### src/rtl/matrix_cfg_ctrl.sv
`default_nettype none
// +--------------------------------------------------------------------------+
// | Module      : matrix_cfg_ctrl                                            |
// | Description : Configuration controller for the programmable switch      |
// |               matrix. Per-wire driver-select writes land in a shadow     |
// |               bank. On commit, the shadow bank is optionally scanned     |
// |               for mutual-drive loops. It is then copied atomically into  |
// |               the active bank that feeds drv_sel.                        |
// | Option      : `define MATRIX_CFG_LOOPCHK_EN to include the SCAN state    |
// |               (loop check). Without it, commit goes IDLE -> APPLY.       |
// | Ports       : clk, rst_n     clock / async active-low reset              |
// |               cfg_valid/ready, cfg_wire, cfg_sel   shadow write port     |
// |               commit, clear  single-cycle bank control requests          |
// |               drv_sel        packed active selectors, wire i at          |
// |                              [i*SELW-1:(i-1)*SELW]                       |
// |               busy, done, err, err_code   status                         |
// | Revision    : 1.0  initial release                                       |
// +--------------------------------------------------------------------------+
module matrix_cfg_ctrl #(
  parameter int NWIRES = 18,
  parameter int SELW   = 5
) (
  input  logic                   clk,
  input  logic                   rst_n,
  input  logic                   cfg_valid,
  output logic                   cfg_ready,
  input  logic [SELW-1:0]        cfg_wire,
  input  logic [SELW-1:0]        cfg_sel,
  input  logic                   commit,
  input  logic                   clear,
  output logic [NWIRES*SELW-1:0] drv_sel,
  output logic                   busy,
  output logic                   done,
  output logic                   err,
  output logic [1:0]             err_code
);

  localparam logic [SELW-1:0] NW_SEL = SELW'(NWIRES);

  typedef enum logic [1:0] {
    ST_IDLE  = 2'd0,
`ifdef MATRIX_CFG_LOOPCHK_EN
    ST_SCAN  = 2'd1,
`endif
    ST_APPLY = 2'd2
  } state_t;

  state_t          state_q, state_d;
  // Entry j of each bank holds the selector for wire j+1.
  logic [SELW-1:0] shadow_q [NWIRES];
  logic [SELW-1:0] shadow_d [NWIRES];
  logic [SELW-1:0] active_q [NWIRES];
  logic [SELW-1:0] active_d [NWIRES];
  logic            done_q, done_d;
  logic            err_q, err_d;
  logic [1:0]      err_code_q, err_code_d;

`ifdef MATRIX_CFG_LOOPCHK_EN
  logic [SELW-1:0] scan_idx_q, scan_idx_d;
  logic [SELW-1:0] scan_sel;
  logic [SELW-1:0] scan_back;

  // scan_sel = shadow[i]; scan_back = shadow[scan_sel]. Both use decoded
  // lookups, so a zero or out-of-range index reads as 0 and never aliases.
  always_comb begin
    scan_sel  = '0;
    scan_back = '0;
    for (int j = 0; j < NWIRES; j++) begin
      if (scan_idx_q == SELW'(j + 1)) scan_sel = shadow_q[j];
    end
    for (int j = 0; j < NWIRES; j++) begin
      if (scan_sel == SELW'(j + 1)) scan_back = shadow_q[j];
    end
  end
`endif

  assign cfg_ready = (state_q == ST_IDLE) & ~clear;

  always_comb begin
    state_d    = state_q;
    shadow_d   = shadow_q;
    active_d   = active_q;
    done_d     = 1'b0;
    err_d      = 1'b0;
    err_code_d = err_code_q;
`ifdef MATRIX_CFG_LOOPCHK_EN
    scan_idx_d = scan_idx_q;
`endif
    case (state_q)
      ST_IDLE: begin
        if (clear) begin
          // clear wins over any write or commit presented in the same cycle
          for (int j = 0; j < NWIRES; j++) shadow_d[j] = '0;
        end else begin
          if (cfg_valid) begin
            if (cfg_wire == '0 || cfg_wire > NW_SEL) begin
              err_d      = 1'b1;
              err_code_d = 2'd1;
            end else if (cfg_sel > NW_SEL || cfg_sel == cfg_wire) begin
              err_d      = 1'b1;
              err_code_d = 2'd2;
            end else begin
              for (int j = 0; j < NWIRES; j++) begin
                if (cfg_wire == SELW'(j + 1)) shadow_d[j] = cfg_sel;
              end
            end
          end
          if (commit) begin
`ifdef MATRIX_CFG_LOOPCHK_EN
            state_d    = ST_SCAN;
            scan_idx_d = SELW'(1);
`else
            state_d    = ST_APPLY;
`endif
          end
        end
      end
`ifdef MATRIX_CFG_LOOPCHK_EN
      ST_SCAN: begin
        if (scan_sel != '0 && scan_back == scan_idx_q) begin
          err_d      = 1'b1;
          err_code_d = 2'd3;
          state_d    = ST_IDLE;
        end else if (scan_idx_q == NW_SEL) begin
          state_d = ST_APPLY;
        end else begin
          scan_idx_d = scan_idx_q + SELW'(1);
        end
      end
`endif
      ST_APPLY: begin
        active_d = shadow_q;
        done_d   = 1'b1;
        state_d  = ST_IDLE;
      end
      default: state_d = ST_IDLE;
    endcase
  end

  always_ff @(posedge clk or negedge rst_n) begin
    if (!rst_n) begin
      state_q    <= ST_IDLE;
      done_q     <= 1'b0;
      err_q      <= 1'b0;
      err_code_q <= 2'd0;
      for (int j = 0; j < NWIRES; j++) begin
        shadow_q[j] <= '0;
        active_q[j] <= '0;
      end
`ifdef MATRIX_CFG_LOOPCHK_EN
      scan_idx_q <= '0;
`endif
    end else begin
      state_q    <= state_d;
      done_q     <= done_d;
      err_q      <= err_d;
      err_code_q <= err_code_d;
      shadow_q   <= shadow_d;
      active_q   <= active_d;
`ifdef MATRIX_CFG_LOOPCHK_EN
      scan_idx_q <= scan_idx_d;
`endif
    end
  end

  for (genvar g = 0; g < NWIRES; g++) begin : g_pack
    assign drv_sel[g*SELW +: SELW] = active_q[g];
  end

  assign busy     = (state_q != ST_IDLE);
  assign done     = done_q;
  assign err      = err_q;
  assign err_code = err_code_q;

endmodule
`default_nettype wire
### config.mk
export PLATFORM = sky130hd
export DESIGN_NAME = matrix_cfg_ctrl
export DESIGN_NICKNAME = d
export VERILOG_FILES = /design/src/rtl/matrix_cfg_ctrl.sv
export SDC_FILE = /design/constraint.sdc
export NUM_CORES = 1
export LEC_CHECK = 0
export ABC_AREA = 0
export CAP_MARGIN = 20
export CORE_AREA = 2 2 180 182
export CTS_BUF_LIST = sky130_fd_sc_hd__clkbuf_16
export CTS_CLUSTER_SIZE = 8
export DETAILED_ROUTE_END_ITERATION = 8
export DIE_AREA = 0 0 182 184
export GPL_ROUTABILITY_DRIVEN = 0
export PLACE_DENSITY_LB_ADDON = 0.05
export SLEW_MARGIN = 20
export SYNTH_ARGS = -nofsm -noshare
export SYNTH_HDL_FRONTEND = slang
export SYNTH_SLANG_ARGS = --single-unit
### constraint.sdc
create_clock -name clk -period 3.5 [get_ports clk]
set_input_delay 0.7 -clock clk [delete_from_list [all_inputs] [get_ports clk]]
set_output_delay 0.7 -clock clk [all_outputs]
set_load 0.1 [all_outputs]
# Word-level counts from Yosys, hierarchy flattened
# Index checks and enable logic that the tools add are counted.
# classes
div_mod_pow,0
add_sub_neg,0
bitwise_logic,2
shift,0
n_eq_ne,24
magnitude_cmp,2
muxes,33
reduce_logical,45
multipliers,0
# ops
cell,count
90-bit two-way mux,4
5-bit two-way mux,18
5-bit AND reduction,18
2-bit nonzero test,21
5-bit by 4-bit equality test with 1-bit output (second input constant),8
5-bit by 3-bit equality test with 1-bit output (second input constant),4
5-bit equality test (second input constant),3
5-bit by 2-bit equality test with 1-bit output (second input constant),2
5-bit > comparator (second input constant),2
2-bit two-way mux,5
2-bit inequality test (second input constant),4
1-bit two-way mux,6
5-bit by 1-bit equality test with 1-bit output (second input constant),1
5-bit equality test,1
5-bit logical NOT,1
4-bit AND reduction,1
2-bit equality test (second input constant),1
2-bit logical NOT,1
1-bit logical OR,2
2-bit AND reduction,1
1-bit bitwise AND,1
1-bit inverter,1
# word_totals
in_bits,15
wordCells,146
out_inout_bits,96
regBits,186
ramBits,0
rom_bits,0
memories,0
latch_bits,0

# Depth between registers and ports, before layout
# logic_depth
depth_word,7
depth_mapped,8
ltp_nobuf,5

# Least setup slack after synthesis
# Ideal clock, no wire load.
# synth_timing
path_kind,reg2reg
start,register state_q[1]
end,"register err_code_q[0], in the netlist err_code[0]"
required_time_ns,3.380
setup_slack_ns,0.243
synth_period_minus_slack_ns,3.257
stages_incl_launch_ff,7
arrival_ns,3.137
cell_sequence,dfrtp_1 -> clkbuf_1 -> buf_2 -> nor2_1 -> nand2_1 -> a21o_1 -> a21o_1
# synth_via
elab_chain_len,2
# synth_lines
element,line,rtl
start: declaration,48,"state_t state_q, state_d;"
start signal: assignment,154,state_q <= state_d;
2-bit logical NOT,89,case (state_q)
4-bit AND reduction (no line),n/a,
end signal: assignment,157,err_code_q <= err_code_d;
end: declaration,56,"logic [1:0] err_code_q, err_code_d;"
# No other way between the ends.
# A chain may end at the register's enable or synchronous reset.

# Final worst setup path
# layout_timing
start,"register active_q, in the netlist drv_sel[51]"
end,output port drv_sel[51]
# layout_rtl
element,line,rtl
start: declaration,52,logic [SELW-1:0] active_q [NWIRES];
start signal: assignment,159,active_q <= active_d;
end: declaration,31,"output logic [NWIRES*SELW-1:0] drv_sel,"
# No word-level cell between the ends.

==> metrics.txt <==
Post-synth ARST share=1.00; yosys warns=0; Clock Pin Slew Worst Setup and Hold Paths=0.08 ns; die height=184 microns; Post-Synthesis Cells=817; initial antenna violation count=0; root buffer cell=clkbuf_16; vias in the first global route=6320; DP Wirelength=15700 microns; Remaining Overflow, GRT=0; CTS Sinks=185; VDD IR max=0.237 mV; Crit path arrival time=1.99 ns; final hold vios=0; Final Slew Violations=0; CTS Hold Bufs=0; reg2reg end=shadow_q[55]; most common cell in the netlist=dfrtp_1; CP Cell Sequence=clkdlybuf4s50_1; launch point of the worst reg-to-reg path=state_q[1]; largest net degree at the start of global routing=73; Rel. slew slack=0.348; DR vias=6164; LEAKAGE=4.34 nW; CP Max Fanout=2; # DRC=0; status=finished clean; max incr delay on CP=1.16 ns; Final Cell Area=10100 sq um; dominant cell type by area after synthesis=dfrtp_1; Clock Skews=0.0173 ns; Post-CTS Setup Inserts=0; Mapped Nets=832; Post-synth EDFFs=0; number of port buffers=110; average size of a mapped cell=9.92 sq um; num rows=65; DRT antenna net count=0; layout cells sized above 1=0.172; Crit-path slowest cell=clkdlybuf4s50_1; Ant. Diodes=0; Power Dens Cells=459 nW/um^2; CP top delay family=buffers and inverters; IO Count=111; Layout area overhead=24.3%; die footprint=33500 sq um; Layout Nets=932; top cell type's share of synthesized area=0.571; max_cap viols=0; worst r2r path cells=5; WL final=23200 microns; dominant synthesized flop cell=dfrtp_1; minimum clock period=2.69 ns; Crit path required time=2.80 ns; Worst Setup End Kind=output pin; DR pass1 iterations=5; Post-synth top cells=185 x dfrtp_1, 144 x inv_1, 96 x nand2_1, 96 x o21ai_0, 50 x nand3_1; clock latency on the worst-skew pair=0.44 ns; period utilization=0.768; post-synthesis sequential area ratio=0.571; PostCTS Resize Cnt=0; setup TNS=0 ns; Core Region=31400 sq um; worst slew pin tran=0.975 ns; DIE WIDTH=182 microns; Startpoint Class=flop; routed length per instance=17.4 microns; Setup Crit Path Kind=reg2out; RSZ-0062 raised after global routing=false; reg-to-reg slack, setup=1.66 ns; Post-Syn Area=8110 sq um; Area contributors post-synth=dfrtp_1 57%, inv_1 6.7%, o21ai_0 5.9%, nand2_1 4.4%, nand3_1 3.1%; placed cell area=9490 sq um; CP Buf/Inv Count=1; gr usage total=0.144; TritonCTS clock tree=done; number of distinct library cells after synthesis=42; FMAX=372 MHz; Clock Path Buffers=2; final setup vio count=0; initial core utilization=0.258; TritonCTS buffer count=17; H-tree Lvls=4; synthesized flop and latch total=185; Via density=4.63; DRT iter0 DRCs=433; first-pass GRT wire length=37400 microns; worst hold path class=in2async
-- layout by cell type, fill, tap and decap left out, types with 3 or more instances in the layout --
cell	instances
nor3b_2	3
o311ai_1	23
dfrtp_1	184
clkdlybuf4s50_1	36
nand2_1	96
nor2_1	8
inv_1	144
o211ai_2	5
clkbuf_16	17
buf_4	94
nand3_1	50
o21ai_0	96
or3b_2	5
o211ai_1	24
o21ai_1	9
nand3b_1	27
o311ai_0	27
mux2i_1	16
inv_8	4
and2_1	9
inv_6	3
nor2b_1	6
xnor2_1	5
and2_2	3
-- final cells by class --
class / instances / area, sq um
Clock buffer: 17 / 425
Clock inverter: 15 / 159
Fill cell: 3232 / 21300
Inverter: 144 / 541
Multi-Input combinational cell: 435 / 2690
Sequential cell: 185 / 4630
Tap cell: 402 / 503
Timing Repair Buffer: 134 / 1120
-- where the power goes --
group | switching, mW | internal, mW | leakage (nW)
logic | 0.362 | 0.101 | 1.48
registers | 0.0202 | 2.16 | 2.57
clock network | 0.966 | 1.01 | 0.282
total | 1.35 | 3.28 | 4.34
-- logic make-up after synthesis --
group / after synthesis / synth area share
xor+xnor: 5 / 0.00540
flops: 185 / 0.571
simple gates: 215 / 0.138
buf+inv: 197 / 0.0969
compound gates: 199 / 0.169
mux: 16 / 0.0198
-- worst max-delay path by stage --
stage / from / to / slack [ns] / depth (start not counted)
after floorplan: state_q[1] / err_code[0] / 0.24 / 6
after global routing: drv_sel[51] / drv_sel[51] / 0.76 / 1
after detailed placement: cfg_sel[4] / shadow_q[34] / 0.50 / 6
final: drv_sel[51] / drv_sel[51] / 0.81 / 1
after CTS: drv_sel[51] / drv_sel[51] / 0.77 / 1
after global placement: cfg_wire[0] / shadow_q[31] / 0.57 / 6
-- through the flow --
stage / util / worst slack [ns] / std cells / power (mW) / hold WS (ns)
6_report: 0.321 / 0.813 / 1332 / 4.63 / 0.247
5_1_grt: 0.321 / 0.761 / 1332 / 4.83 / 0.306
3_5_place_dp: 0.302 / 0.501 / 1300 / 2.70 / 0.476
3_3_place_gp: 0.302 / 0.572 / 1300 / 2.69 / 0.470
4_1_cts: 0.321 / 0.766 / 1332 / 4.70 / 0.293
2_1_floorplan: - / 0.243 / 817 / 2.53 / 0.404
-- worst reg2reg max path, cell delays in order (launching register included) --
cell      delay (ns)
dfrtp_4         0.60
buf_4           0.51
nor3b_2         0.10
buf_4           0.22
nand3_1         0.10
o311ai_0        0.15
-- metal layers --
metal / share of wire / up-vias / global-route usage / wire (microns)
met5: 0 / - / 0 / 0
met1: 0.51 / 3041 / 0.210 / 11700
met4: 0.010 / 0 / 0.0358 / 241
li1: - / 2972 / - / -
met2: 0.44 / 134 / 0.217 / 10300
met3: 0.039 / 17 / 0.0295 / 905
-- state kept, by name, summed over array words and instances, names as in the netlist --
name,cells
shadow_q,90
done,1
drv_sel,90
err_code,2
err,1
state_q,1
(Power assumes the default switching activity.)
